## src/rtl/pc_gen.sv

```systemverilog
// pc_gen -- program-counter generator for the RISC-V fetch stage.
//
// Holds the architectural fetch PC and issues one fetch request per cycle
// while running. Next-PC selection priority, highest first:
// reset, trap, redirect (aligned), misaligned-redirect reject,
// sequential advance on an accepted fetch, hold.
// A BOOT/RUN/HALT state machine gates fetch issue.
//
// Parameters:
//   PC_WIDTH      width of every address port
//   RESET_VECTOR  value loaded into pc_o by reset
//   INST_BYTES    sequential step in bytes (2 or 4)
//
// Ports:
//   clk                clock, rising edge
//   rst                synchronous active-high reset
//   stall_i            pipeline stall, blocks sequential advance
//   fetch_ready_i      instruction memory accepts the current request
//   redirect_valid_i   branch/jump taken (from EX)
//   redirect_target_i  redirect destination
//   trap_valid_i       trap/exception entry
//   trap_vector_i      trap handler address (low ALIGN bits ignored)
//   halt_i             level-sensitive request to stop fetching
//   pc_o               current fetch address (registered)
//   pc_plus_o          pc_o + INST_BYTES (combinational, wraps)
//   fetch_valid_o      fetch request valid (registered)
//   misalign_o         one-cycle pulse: redirect rejected as misaligned
//   bad_target_o       last rejected redirect target
//   halted_o           state is HALT

module pc_gen #(
    parameter int                   PC_WIDTH     = 32,
    parameter logic [PC_WIDTH-1:0]  RESET_VECTOR = '0,
    parameter int                   INST_BYTES   = 4
) (
    input  logic                clk,
    input  logic                rst,
    input  logic                stall_i,
    input  logic                fetch_ready_i,
    input  logic                redirect_valid_i,
    input  logic [PC_WIDTH-1:0] redirect_target_i,
    input  logic                trap_valid_i,
    input  logic [PC_WIDTH-1:0] trap_vector_i,
    input  logic                halt_i,
    output logic [PC_WIDTH-1:0] pc_o,
    output logic [PC_WIDTH-1:0] pc_plus_o,
    output logic                fetch_valid_o,
    output logic                misalign_o,
    output logic [PC_WIDTH-1:0] bad_target_o,
    output logic                halted_o
);

    localparam int ALIGN = (INST_BYTES == 2) ? 1 : 2;

    localparam logic [PC_WIDTH-1:0] PC_INC     = PC_WIDTH'(INST_BYTES);
    // Clears the low ALIGN bits of an address.
    localparam logic [PC_WIDTH-1:0] ALIGN_MASK = ~PC_WIDTH'(INST_BYTES - 1);

    localparam logic [1:0] S_BOOT = 2'd0;
    localparam logic [1:0] S_RUN  = 2'd1;
    localparam logic [1:0] S_HALT = 2'd2;

    logic [1:0]          state;
    logic [1:0]          state_next;
    logic [PC_WIDTH-1:0] pc_next;
    logic                misalign_next;
    logic [PC_WIDTH-1:0] bad_target_next;
    logic                accept;
    logic                redirect_aligned;

    assign accept           = fetch_valid_o & fetch_ready_i & ~stall_i;
    assign redirect_aligned = (redirect_target_i[ALIGN-1:0] == '0);
    assign pc_plus_o        = pc_o + PC_INC;

    always_comb begin
        // NOTE: every signal gets a default before any branch so no path
        // leaves it unassigned; otherwise synthesis infers a latch.
        state_next      = state;
        pc_next         = pc_o;
        misalign_next   = 1'b0;
        bad_target_next = bad_target_o;

        if (trap_valid_i) begin
            pc_next    = trap_vector_i & ALIGN_MASK;
            state_next = S_RUN;
        end else if (redirect_valid_i) begin
            if (redirect_aligned) begin
                // Taken regardless of stall/ready: the in-flight request is dropped.
                pc_next    = redirect_target_i;
                state_next = S_RUN;
            end else begin
                // Rejected: PC and state are frozen, only the error is recorded.
                misalign_next   = 1'b1;
                bad_target_next = redirect_target_i;
            end
        end else begin
            case (state)
                S_BOOT: state_next = S_RUN;
                S_RUN: begin
                    // Halt takes precedence over the advance on the same edge.
                    if (halt_i) begin
                        state_next = S_HALT;
                    end else if (accept) begin
                        pc_next = pc_o + PC_INC;
                    end
                end
                S_HALT: begin
                    if (!halt_i) begin
                        state_next = S_RUN;
                    end
                end
                default: state_next = S_BOOT;
            endcase
        end
    end

    always_ff @(posedge clk) begin
        // NOTE: sequential state uses non-blocking assignments so every
        // register samples pre-edge values, independent of statement order.
        if (rst) begin
            state         <= S_BOOT;
            pc_o          <= RESET_VECTOR;
            fetch_valid_o <= 1'b0;
            misalign_o    <= 1'b0;
            bad_target_o  <= '0;
            halted_o      <= 1'b0;
        end else begin
            state         <= state_next;
            pc_o          <= pc_next;
            // Registered from the next state so they always match 'state'.
            fetch_valid_o <= (state_next == S_RUN);
            halted_o      <= (state_next == S_HALT);
            misalign_o    <= misalign_next;
            bad_target_o  <= bad_target_next;
        end
    end

endmodule

```

## config.mk

```make
export PLATFORM = sky130hd
export DESIGN_NAME = pc_gen
export DESIGN_NICKNAME = d
export VERILOG_FILES = /design/src/rtl/pc_gen.sv
export SDC_FILE = /design/constraint.sdc
export NUM_CORES = 1
export LEC_CHECK = 0
export CAP_MARGIN = 40
export CORE_UTILIZATION = 37
export CTS_CLUSTER_DIAMETER = 50
export DETAILED_ROUTE_END_ITERATION = 10
export PLACE_DENSITY = 0.77
export SLEW_MARGIN = 0
export SYNTH_ARGS = -nofsm -noshare
export SYNTH_HDL_FRONTEND = slang
export SYNTH_SLANG_ARGS = --single-unit
```

## constraint.sdc

```tcl
create_clock -name clk -period 2.17 [get_ports clk]
set_clock_uncertainty 0.15 [all_clocks]
set_input_delay 0.5425 -clock clk [delete_from_list [all_inputs] [get_ports clk]]
set_output_delay 0.5425 -clock clk [all_outputs]
set_load 0.03 [all_outputs]
```

Word-level counts from Yosys, hierarchy flattened:

Cells that the tools add are included.

* register bits: 69
* bits in latches: 0
* RAM bits: 0
* bits in read-only memories: 0
* input port bits: 71
* logic and storage cells: 46
* memories: 0

* add/sub/neg operators: 1
* multiply operators: 0
* div/mod/pow operators: 0
* $lt $le $gt $ge: 0
* equal/unequal tests: 8
* shift-type cells: 0
* muxes and demuxes: 13
* bitwise logic cells: 6
* reductions and logical operators: 11

Operator list (count)
* $mux 32: 6
* $add 32x3->32 const B: 1
* $mux 2: 5
* $reduce_and 4->1: 2
* $pmux 2 s3: 1
* $reduce_bool 3->1: 2
* $eq 2x1->1 const B: 2
* $eq 2x2->1 const B: 2
* $logic_not 2->1: 2
* $not 1->1: 4
* $reduce_bool 2->1: 2
* $ne 3x1->1 const B: 1
* $ne 3x3->1 const B: 1
* $reduce_and 3->1: 1
* $reduce_or 3->1: 1
* $and 1x1->1: 2
* $ne 2x1->1 const B: 1
* $ne 2x2->1 const B: 1
* $reduce_or 2->1: 1
* $mux 1: 1

Logic depth before layout (Yosys ltp):

* depth after elaboration: 7
* gate-level depth with buffers: 7
* mapped depth without buffers: 6

Worst setup path after synthesis:

OpenSTA, ideal clock, no wires.

* kind: flip-flop to output port
* start: register pc_o[2]
* end: output port pc_plus_o[28]
* data arrival time: 2172 ps
* required time: 1477 ps
* path slack: -695 ps
* stages on the path, launching flop included: 6
* cells stage by stage: dfxtp_1 > ha_1 > and3_1 > nand3_1 > nor4_2 > xor2_1

* cells in the longest elaborated chain, start to end: 1

RTL lines
* start, declared: line 45 `output logic [PC_WIDTH-1:0] pc_o,`
* start signal, assigned: line 129 `pc_o <= pc_next;`
* $add 32x3->32: line 73 `assign pc_plus_o = pc_o + PC_INC;`
* end, declared: line 46 `output logic [PC_WIDTH-1:0] pc_plus_o,`

Every way passes these cells.

Final worst setup path:

* start: register pc_o[3]
* end: output port pc_plus_o[19]

Same word-level chain as after synthesis.

==> results.yml <==
synthesis:
  synth_fp_nets: 514
  synth_sequential_area_ratio_pct: 38.7
  commonest_cells_in_the_netlist: "nand2_1, dfxtp_1, a21oi_1"
  yosysWarningCount: 0
  synth_cells: 442
  synth_most_common_cell: "nand2_1"
  synth_area_per_cell_um2: 8.07
  synth_ff_type: "dfxtp_1"
  synth_fa_ha_area_share_pct: 0.351
  main_combinational_cell_family_by_area_after_synthesis: "simple AND/OR/NAND/NOR gates"
  synth_simple_gate_area_share_pct: 24.8
  synth_compound_area_share_pct: 22.4
  synth_cell_type_count: 56
  synth_mux_area_share_pct: 2.28
  synthArstFlopShare_pct: 0
  synth_xor_area_share_pct: 6.35
  synth_area_leader_cell: "dfxtp_1"
  yosys-top-cells-area: "dfxtp_1, nand2_1, a21oi_1, a22oi_1, xnor2_1"
  synth_enable_flop_cells: 0
  ys_seq_elements: 69
  syn_area_um2: 3570
  yosys.area.top_type_share_pct: 38.7
worst_hold_path:
  timing.hold.worst.class: "reg -> reg"
power:
  power_leakage_uw: 0.00314
  p_total_uw: 3700
  ir_drop_mv: 0.362
  pwr_density_cell_nw_per_um2: 519
layout:
  insertedDiodeCount: 0
  nFillCells: 664
  nets: 777
  flow.area_growth_from_synthesis_pct: 99.7
  drive_above_1_share_pct: 35.6
  final-instance-count-excl-fill: 839
cts:
  cts-hold-fix-buffers: 0
  cts_buffers: 9
  cts.htree.levels: 3
  max-clock-path-buffers: 2
  clock_pin_slew_of_the_registers_on_the_worst_case_setup_and_hold_paths_ns: 0.08
  clock_sinks: 69
  worstSkewPairLatency_ns: 0.34
  cts_tree: "built"
  cts.root.buffer_cell: "clkbuf_8"
sta:
  timing.slew.headroom_pct: 67.7
  hold_viol_final: 0
  share_of_the_clock_period_used_by_the_worst_path_pct: 129
  timing.final.setup_violations: 30
  slew_viol_final: 0
  rsz0062_at_grt: "yes"
  timing_worst_slew_pin_value_ns: 0.472
  fin_ws_ns: -0.634
  timing.fmax_mhz: 357
  post-route-min-period_ns: 2.80
placed_design:
  hpwl_mm: 10.3
  port-buffer-count: 167
  final_weighted_congestion_of_routability_driven_global_placement: 0.939
  dp.cells: 793
die:
  dieHeight_um: 100
  core_um2: 9280
  floorplan.io_pins: 170
  standard_cell_row_count: 35
  die_width_um: 100
  start_util_pct: 38.4
  die_area_um2: 10000
global_route:
  grt_pass1_wl_mm: 22.8
  grt_pass1_vias: 4611
  global_route.overflow_total: 0
  grt_max_degree: 26
  track_usage_pct: 29.2
  grt_antenna_before_repair: 0
drt:
  avgRoutedWirePerCell_um: 17.7
  first_iter_violations: 190
  detailed_route_drc_error_count: 0
  drt_pass1_iterations: 7
  ant_nets_after_route: 0
  avgViaCountPerCell: 5.39
  vias: 4526
  drt_wl_total_mm: 14.9
critical_path:
  crit_path_end_kind: "output pin"
  worstSetupStartpointType: "register"
  worst_ep_required_time_ns: 1.48
  timing.critical_path.arrival_ns: 2.11
  timing_worst_setup_path_type: "reg -> out"
  crit_path_max_fanout: 4
status:
  violated_checks: "negative setup slack"
  result_of_the_run: "complete, but fails checks"
job:
  max_cap_viol_count: 0
placed cells by master, fill, tap and decap left out, types with 4 or more instances in the layout:
cell	Yosys	routed
clkdlybuf4s50_1	0	103
buf_4	2	85
nand2_1	85	82
buf_6	1	56
dfxtp_1	69	44
a21oi_1	39	38
dlygate4sd2_1	0	30
nor2_1	23	20
a22oi_1	20	20
o22ai_1	16	16
dfxtp_4	0	16
inv_1	13	12
o21ai_0	12	11
clkbuf_8	0	10
dfxtp_2	0	9
nand4_1	7	7
xor2_2	1	7
mux2i_1	7	7
a21o_1	7	7
nand3_1	11	6
nor4_4	2	6
xnor2_4	0	6
a221o_1	6	6
nor3_4	0	5
nor3_1	9	5
xnor2_2	0	5
nand3_4	0	4
or3_4	0	4
xor2_4	0	4
and2_1	4	4
final timing paths:
path,from,endpoint,slack [ns],cells after the start
worst max-delay path,pc_o[3],pc_plus_o[19],-0.63,6
worst max register to register,pc_o[18],pc_o[31],-0.23,10
worst min-delay path,bad_target_o[22],bad_target_o[22],0.31,2
worst min register to register,bad_target_o[22],bad_target_o[22],0.31,2
area by class of cell:
cell class | count | area, um^2 | area share [%]
tap | 129 | 161 | 2.26
inverter | 13 | 48.8 | 0.685
clock buffer | 13 | 191 | 2.69
timing repair buffer | 283 | 2680 | 37.6
clock inverter | 3 | 46.3 | 0.650
sequential | 69 | 1450 | 20.4
multi-input combinational | 329 | 2550 | 35.7
registers in the layout, summed over array words and instances (netlist names), named ones only:
name	count
halted_o	1
fetch_valid_o	1
bad_target_o	32
misalign_o	1
state	2
pc_o	30
worst max-delay path, stage by stage (launching register included):
cell and delay, ns:
dfxtp_4 0.36, buf_6 0.09, and4_4 0.23, or4b_4 0.54
nor2_1 0.19, xnor2_2 0.16, buf_4 0.21
through the flow:
stage	utilization, %	setup slack [ns]	cell area [um^2]	hold slack (ns)	TNS, ns
floorplan	-	-0.217	3970	0.424	-2.02
global placement	67.6	-0.481	6270	0.294	-24.78
detailed placement	67.6	-0.517	6270	0.298	-26.04
CTS	74.6	-0.702	6930	0.309	-13.05
global route	76.8	-0.743	7130	0.333	-15.56
finish	76.8	-0.634	7130	0.307	-12.75
per-layer routing:
| metal | global-route usage, % | wire length, um |
|---|---|---|
| met5 | 0 | 40 |
| met4 | 12.4 | 364 |
| met3 | 5.78 | 1110 |
| met2 | 51.1 | 7530 |
| met1 | 34.8 | 5830 |
cell families (layout without fill, tap and decap cells):
group	count (synthesis)	in the layout
AOI/OAI and AO/OA	121	121
xor gates and xnor gates	25	25
adders and majority gates	1	1
buffers and inverters	44	312
DFF	69	69
muxes	8	8
and+or+nand+nor	174	174
power by group:
group          leakage [uW]  switching (uW)  total [uW]  internal [uW]
logic               0.00245             578        1100            520
clock network      0.000117             511        1220            707
registers          0.000579            50.9        1380           1330
total               0.00314            1140        3700           2560
repair_timing:
action | CTS | global route
pin swaps | 27 | 41
buffers inserted | 22 | 14
cloned | 0 | 0
gates resized for setup | 100 | 34
setup endpoints to repair | 65 | 88
No activity file was read; power rests on OpenSTA's default activity.
